**config.mk**
```make
export PLATFORM = sky130hd
export DESIGN_NAME = seg_scan_driver
export DESIGN_NICKNAME = d
export VERILOG_FILES = /design/src/rtl/seg_pkg.sv /design/src/rtl/seg_slot_counter.sv /design/src/rtl/seg_scan_driver.sv
export SDC_FILE = /design/constraint.sdc
export NUM_CORES = 1
export LEC_CHECK = 0
export CAP_MARGIN = 25
export CORE_MARGIN = 2
export CORE_UTILIZATION = 40
export CTS_CLUSTER_SIZE = 16
export DETAILED_ROUTE_END_ITERATION = 10
export GPL_ROUTABILITY_DRIVEN = 0
export PLACE_DENSITY = 0.68
export SLEW_MARGIN = 20
export SYNTH_ARGS = -nofsm -noshare
export SYNTH_HDL_FRONTEND = slang
export SYNTH_SLANG_ARGS = --single-unit
```
**constraint.sdc**
```tcl
create_clock -name clk_i -period 5.4 [get_ports clk_i]
set_input_delay 0.81 -clock clk_i [delete_from_list [all_inputs] [get_ports clk_i]]
set_output_delay 0.81 -clock clk_i [all_outputs]
set_load 0.05 [all_outputs]
```
**src/rtl/seg_pkg.sv**
```systemverilog
// Shared seven-segment definitions: active-low patterns, bit order {a,b,c,d,e,f,g,dp}.
// Imported by the scan driver and by the status monitor's display logic.
package seg_pkg;

  localparam int NDIG = 8;

  typedef logic [7:0] seg_pat_t;

  localparam seg_pat_t SEGNONE = 8'hFF;

  localparam seg_pat_t SEG_HEX_0 = 8'h03;
  localparam seg_pat_t SEG_HEX_1 = 8'h9F;
  localparam seg_pat_t SEG_HEX_2 = 8'h25;
  localparam seg_pat_t SEG_HEX_3 = 8'h0D;
  localparam seg_pat_t SEG_HEX_4 = 8'h99;
  localparam seg_pat_t SEG_HEX_5 = 8'h49;
  localparam seg_pat_t SEG_HEX_6 = 8'h41;
  localparam seg_pat_t SEG_HEX_7 = 8'h1F;
  localparam seg_pat_t SEG_HEX_8 = 8'h01;
  localparam seg_pat_t SEG_HEX_9 = 8'h09;
  localparam seg_pat_t SEG_HEX_A = 8'h11;
  localparam seg_pat_t SEG_HEX_B = 8'hC1;
  localparam seg_pat_t SEG_HEX_C = 8'h63;
  localparam seg_pat_t SEG_HEX_D = 8'h85;
  localparam seg_pat_t SEG_HEX_E = 8'h61;
  localparam seg_pat_t SEG_HEX_F = 8'h71;

  // Output phase of the current slot; OFF covers the disabled display.
  typedef enum logic [1:0] {
    PH_OFF   = 2'd0,
    PH_BLANK = 2'd1,
    PH_SHOW  = 2'd2
  } slot_phase_t;

  function automatic seg_pat_t hex_to_seg(input logic [3:0] nib);
    seg_pat_t pat;
    case (nib)
      4'h0: pat = SEG_HEX_0;
      4'h1: pat = SEG_HEX_1;
      4'h2: pat = SEG_HEX_2;
      4'h3: pat = SEG_HEX_3;
      4'h4: pat = SEG_HEX_4;
      4'h5: pat = SEG_HEX_5;
      4'h6: pat = SEG_HEX_6;
      4'h7: pat = SEG_HEX_7;
      4'h8: pat = SEG_HEX_8;
      4'h9: pat = SEG_HEX_9;
      4'hA: pat = SEG_HEX_A;
      4'hB: pat = SEG_HEX_B;
      4'hC: pat = SEG_HEX_C;
      4'hD: pat = SEG_HEX_D;
      4'hE: pat = SEG_HEX_E;
      default: pat = SEG_HEX_F;
    endcase
    return pat;
  endfunction

endpackage

```
**src/rtl/seg_slot_counter.sv**
```systemverilog
// Slot timing for the scan driver: tick within a slot and the digit being scanned.
// Both counters hold at zero while disabled so a re-enable restarts at digit 0, blank phase.
module seg_slot_counter
  import seg_pkg::*;
#(
  parameter int DIV   = 1000,
  parameter int BLANK = 8
) (
  input  logic       clk_i,
  input  logic       rst_i,
  input  logic       enable_i,
  output logic [2:0] digit_o,
  output logic       slot_end_o,
  output logic       frame_end_o,
  output logic       in_blank_o
);

  localparam int TW = (DIV > 1) ? $clog2(DIV) : 1;
  localparam logic [TW-1:0] TICK_MAX   = TW'(DIV - 1);
  localparam logic [TW-1:0] TICK_BLANK = TW'(BLANK);

  logic [TW-1:0] tick_q, tick_d;
  logic [2:0]    digit_q, digit_d;

  always_ff @(posedge clk_i or posedge rst_i) begin
    if (rst_i) begin
      tick_q  <= '0;
      digit_q <= '0;
    end else begin
      tick_q  <= tick_d;
      digit_q <= digit_d;
    end
  end

  always_comb begin
    tick_d  = tick_q;
    digit_d = digit_q;
    if (!enable_i) begin
      tick_d  = '0;
      digit_d = '0;
    end else if (tick_q == TICK_MAX) begin
      tick_d  = '0;
      digit_d = digit_q + 3'd1;
    end else begin
      tick_d = tick_q + TW'(1);
    end
  end

  assign digit_o     = digit_q;
  assign slot_end_o  = enable_i && (tick_q == TICK_MAX);
  assign frame_end_o = slot_end_o && (digit_q == 3'd7);
  assign in_blank_o  = (tick_q < TICK_BLANK);

endmodule

```
**src/rtl/seg_scan_driver.sv**
```systemverilog
// Time-multiplexed 8-digit seven-segment scan driver with double-buffered patterns.
// Shadow loads commit to the displayed set only at a frame boundary or while disabled.
module seg_scan_driver
  import seg_pkg::*;
#(
  parameter int DIV   = 1000,
  parameter int BLANK = 8
) (
  input  logic       clk_i,
  input  logic       rst_i,
  input  logic       enable_i,
  input  logic       load_i,
  input  logic [7:0] seg0_i,
  input  logic [7:0] seg1_i,
  input  logic [7:0] seg2_i,
  input  logic [7:0] seg3_i,
  input  logic [7:0] seg4_i,
  input  logic [7:0] seg5_i,
  input  logic [7:0] seg6_i,
  input  logic [7:0] seg7_i,
  output logic [7:0] seg_o,
  output logic [7:0] an_o,
  output logic       frame_o
);

  seg_pat_t    seg_in [NDIG];
  seg_pat_t    shadow_q [NDIG];
  seg_pat_t    shadow_d [NDIG];
  seg_pat_t    active_q [NDIG];
  seg_pat_t    active_d [NDIG];
  logic        pending_q, pending_d;
  seg_pat_t    seg_q, seg_d;
  logic [7:0]  an_q, an_d;
  logic        frame_q, frame_d;
  logic [2:0]  digit;
  logic        slot_end;
  logic        frame_end;
  logic        in_blank;
  slot_phase_t phase;

  assign seg_in[0] = seg0_i;
  assign seg_in[1] = seg1_i;
  assign seg_in[2] = seg2_i;
  assign seg_in[3] = seg3_i;
  assign seg_in[4] = seg4_i;
  assign seg_in[5] = seg5_i;
  assign seg_in[6] = seg6_i;
  assign seg_in[7] = seg7_i;

  seg_slot_counter #(
    .DIV   (DIV),
    .BLANK (BLANK)
  ) u_slot_counter (
    .clk_i       (clk_i),
    .rst_i       (rst_i),
    .enable_i    (enable_i),
    .digit_o     (digit),
    .slot_end_o  (slot_end),
    .frame_end_o (frame_end),
    .in_blank_o  (in_blank)
  );

  always_ff @(posedge clk_i or posedge rst_i) begin
    if (rst_i) begin
      for (int k = 0; k < NDIG; k++) begin
        shadow_q[k] <= SEGNONE;
        active_q[k] <= SEGNONE;
      end
      pending_q <= 1'b0;
      seg_q     <= SEGNONE;
      an_q      <= 8'hFF;
      frame_q   <= 1'b0;
    end else begin
      for (int k = 0; k < NDIG; k++) begin
        shadow_q[k] <= shadow_d[k];
        active_q[k] <= active_d[k];
      end
      pending_q <= pending_d;
      seg_q     <= seg_d;
      an_q      <= an_d;
      frame_q   <= frame_d;
    end
  end

  // Commit uses the pre-load shadow; a load in the same cycle stays pending.
  always_comb begin
    for (int k = 0; k < NDIG; k++) begin
      shadow_d[k] = shadow_q[k];
      active_d[k] = active_q[k];
    end
    pending_d = pending_q;
    if (pending_q && (!enable_i || frame_end)) begin
      for (int k = 0; k < NDIG; k++) begin
        active_d[k] = shadow_q[k];
      end
      pending_d = 1'b0;
    end
    if (load_i) begin
      for (int k = 0; k < NDIG; k++) begin
        shadow_d[k] = seg_in[k];
      end
      pending_d = 1'b1;
    end
  end

  always_comb begin
    phase = PH_OFF;
    if (enable_i) begin
      phase = in_blank ? PH_BLANK : PH_SHOW;
    end
  end

  always_comb begin
    seg_d   = SEGNONE;
    an_d    = 8'hFF;
    frame_d = frame_end;
    case (phase)
      PH_SHOW: begin
        seg_d = active_q[digit];
        an_d  = ~(8'h01 << digit);
      end
      default: begin
        seg_d = SEGNONE;
        an_d  = 8'hFF;
      end
    endcase
  end

  assign seg_o   = seg_q;
  assign an_o    = an_q;
  assign frame_o = frame_q;

  logic unused_slot_end;
  assign unused_slot_end = slot_end;

endmodule

```
==> run_results.csv <==
group,metric,value,unit
synth,ys.flop_type,"dfstp_2",
clock_network,clock-sinks,159,
placement,pre_cts_ws,2.397,ns
clock_network,htreeDepth,4,
cells_and_area,area_delta_synth_final,23.22,%
clock_network,cts-buffers-inserted,17,
power_and_ir_drop,internal_power,2394,uW
clock_network,post_cts_resize_count,0,
clock_network,cts_buffer_depth,2,
cells_and_area,layout-drive-gt1-share,62.74,%
synth,synth-seq-cells,159,
grt,grt_max_degree,116,
floorplanning,rows,48,
setup_path,start_kind,"register",
clock_network,clock_latency,0.43,ns
setup_path,crit_path_end_kind,"register",
power_and_ir_drop,p_seq_share,50.1,%
synth,ys_seq_area_share,59.91,%
power_and_ir_drop,combinationalPowerShare,12.1,%
cells_and_area,diodes,0,
run_status,status,"finished, final reports clean",
floorplanning,num_io_pins,85,
worst_hold_path,min_path_type,"reg -> reg",
grt,grt_usage,15.52,%
synth,synth-edff-count,0,
routing,vias_per_cell,4.915,
clock_network,root_buffer,"clkbuf_16",
routing,postRouteAntennaNets,0,
routing,wire_per_inst,17.27,um
clock_network,cts_setup_buffers,0,
routing,route.vias.total,3691,
sta,final-hold-violation-count,0,
sta,max_slew.worst_pin.slew,0.9911,ns
setup_path,worstPathRequired,5.75,ns
worst_hold_path,hold_path_depth,1,
worst_hold_path,hp-start,"u_slot_counter.tick_q[0]",
clock_network,hold_buffers,0,
sta,setup_viol_count_final,0,
synth,synth.top_cell.area_share,54.51,%
floorplanning,die_x,135.7,um
clock_network,cts_tree,"done",
setup_path,path_class,"reg -> reg",
sta,clock_skew,0.006911,ns
synth,ys_async_sr_fraction,100.0,%
sta,tns,0,ns
grt,antenna_found_initial,0,
grt,first_global_vias,4123,
power_and_ir_drop,p_sw_share,21.76,%
grt,grt_pass1_wl,21.61,mm
synth,synthesis.area,6942,sq um
setup_path,worstReg2RegEnd,"active_q[63]",
sta,slew_headroom,33.93,%
synth,syn_nets,501,
setup_path,rr_startpoint,"u_slot_counter.digit_o[1]",
setup_path,reg2reg_slack,2.72,ns
cells_and_area,fill_cells,1432,
routing,drtIter0Drc,155,
setup_path,rr_worst_depth,6,
power_and_ir_drop,p_sw,665.6,uW
routing,drt-met1-wl,5.663,mm
grt,grt_overflow,0,
synth,synth_common_cells,"144 x dfstp_2, 68 x mux2_2, 60 x mux2_4, 29 x nand2_1, 17 x nand3_1",
cells_and_area,utilization,49.97,%
power_and_ir_drop,ir_drop,0.0002342,V
floorplanning,dieArea,18420,sq um
synth,synth_area_per_cell,16.29,sq um
routing,top_layer_used,"met4",
clock_network,clkSlewWorstSetupHoldPaths,0.06,ns
cells_and_area,fin_nets,589,
setup_path,arrival,3.03,ns
floorplanning,start_util,40.56,%
run,drv_cap,0,
power_and_ir_drop,powerDensity,357.7,nW/um^2
cells_and_area,final_area,8553,sq um
placement,port_buffers,84,
floorplanning,die_h,135.7,um
floorplanning,coreArea,17120,sq um
power_and_ir_drop,leakagePower,0.003433,uW
synth,synth_area_leaders,"dfstp_2 55%, mux2_4 13%, mux2_2 11%",
power_and_ir_drop,clkPwrFrac,37.8,%
setup_path,cp_max_fo,36,
worst_hold_path,worstHoldEndpoint,"u_slot_counter.tick_q[0]",
sta,setup_ws,2.722,ns
routing,met2_length,6.506,mm
sta,drv_slew,0,
synth,synth_cells,426,
synth,yosysWarningCount,0,
routing,wl_met3,551,um
synth,synth.most_common_cell,"dfstp_2",
placement,hpwl,8.719,mm
synth,synth.largest_area_cell,"dfstp_2",
routing,drtPass1Iterations,4,
sta,period_minus_slack,2.678,ns
sta,max_freq,0.3734,GHz
sta,rsz0062_at_grt,"false",
placement,placed_area,7948,sq um
routing,drt-total-wl,12.97,mm
routing,drc,0,
synth,synth_cell_types,35,
sta,period_share,49.59,%
==> metal layers <==
layer	vias up	GRT usage [%]
met3	17	4.340
met4	0	7.060
met1	1900	19.40
met2	82	25.11
met5	-	0
li1	1692	-
==> worst max-delay path by stage <==
stage | start | to | cells past startpoint
floorplan | rst_i | frame_o | 1
global placement | enable_i | active_q[46] | 5
detailed placement | enable_i | active_q[58] | 5
CTS | u_slot_counter.digit_o[1] | active_q[41] | 6
global route | u_slot_counter.digit_o[1] | active_q[45] | 6
finish | u_slot_counter.digit_o[1] | active_q[63] | 6
==> through the flow <==
step,instances,hold slack [ns],power [uW]
after CTS,750,0.5121,3096
final,751,0.5223,3060
after global routing,751,0.5646,3195
after floorplan,426,0.4725,1803
after global placement,719,0.4997,1901
after detailed placement,719,0.5025,1922
==> state kept, by name, summed over array words and instances, names as in the netlist <==
| register | flops |
|---|---|
| u_slot_counter.tick_q | 10 |
| pending_q | 1 |
| shadow_q | 64 |
| active_q | 64 |
| frame_o | 1 |
| u_slot_counter.digit_o | 3 |
| seg_o | 8 |
| an_o | 8 |
==> power groups by stage <==
stage,registers (uW),logic [uW],clock network (uW)
floorplan,1510,293,0
global placement,1540,362,0
detailed placement,1550,375,0
CTS,1530,376,1190
global route,1550,401,1240
finish,1530,371,1160
==> kinds of logic (layout without fill, tap and decap cells) <==
group,after synthesis,in the layout,synth area share [%]
buffers and inverters,27,127,2.595
adder cells (fa/ha/maj),7,7,1.262
multiplexers,144,144,29.20
flip-flops,159,159,59.91
AND/OR/NAND/NOR,71,71,4.813
AO/OA/AOI/OAI,12,12,1.460
XOR/XNOR,6,6,0.7570
==> worst max-delay path, stage by stage, from the launching register on <==
cell,delay [ns]
dfrtp_1,0.75
ha_1,0.41
ha_1,0.22
nand2_1,0.12
a2bb2oi_4,0.16
buf_4,0.55
mux2_4,0.36
==> layout by cell type, fill, tap and decap left out, drive strengths merged, types with 2 or more instances in the layout <==
master,count
dfstp,144
mux2,128
clkdlybuf4s50,83
nand2,29
clkbuf,23
nand3,17
mux4,16
dfrtp,15
nor2,13
buf,8
ha,7
clkinvlp,5
and3,4
a21oi,4
xnor2,4
inv,4
clkinv,3
nor3,2
xor2,2
==> cell type report <==
class                      instances  area (sq um)  area share, %
inverter                           5         23.77         0.2779
multi-input combinational        240          2603          30.43
sequential                       159          4159          48.62
clock buffer                      23         499.2          5.837
clock inverter                     8         78.83         0.9216
timing repair buffer              91         908.4          10.62
tap                              225         281.5          3.291
Note: power is estimated with default switching activity, not from simulation.
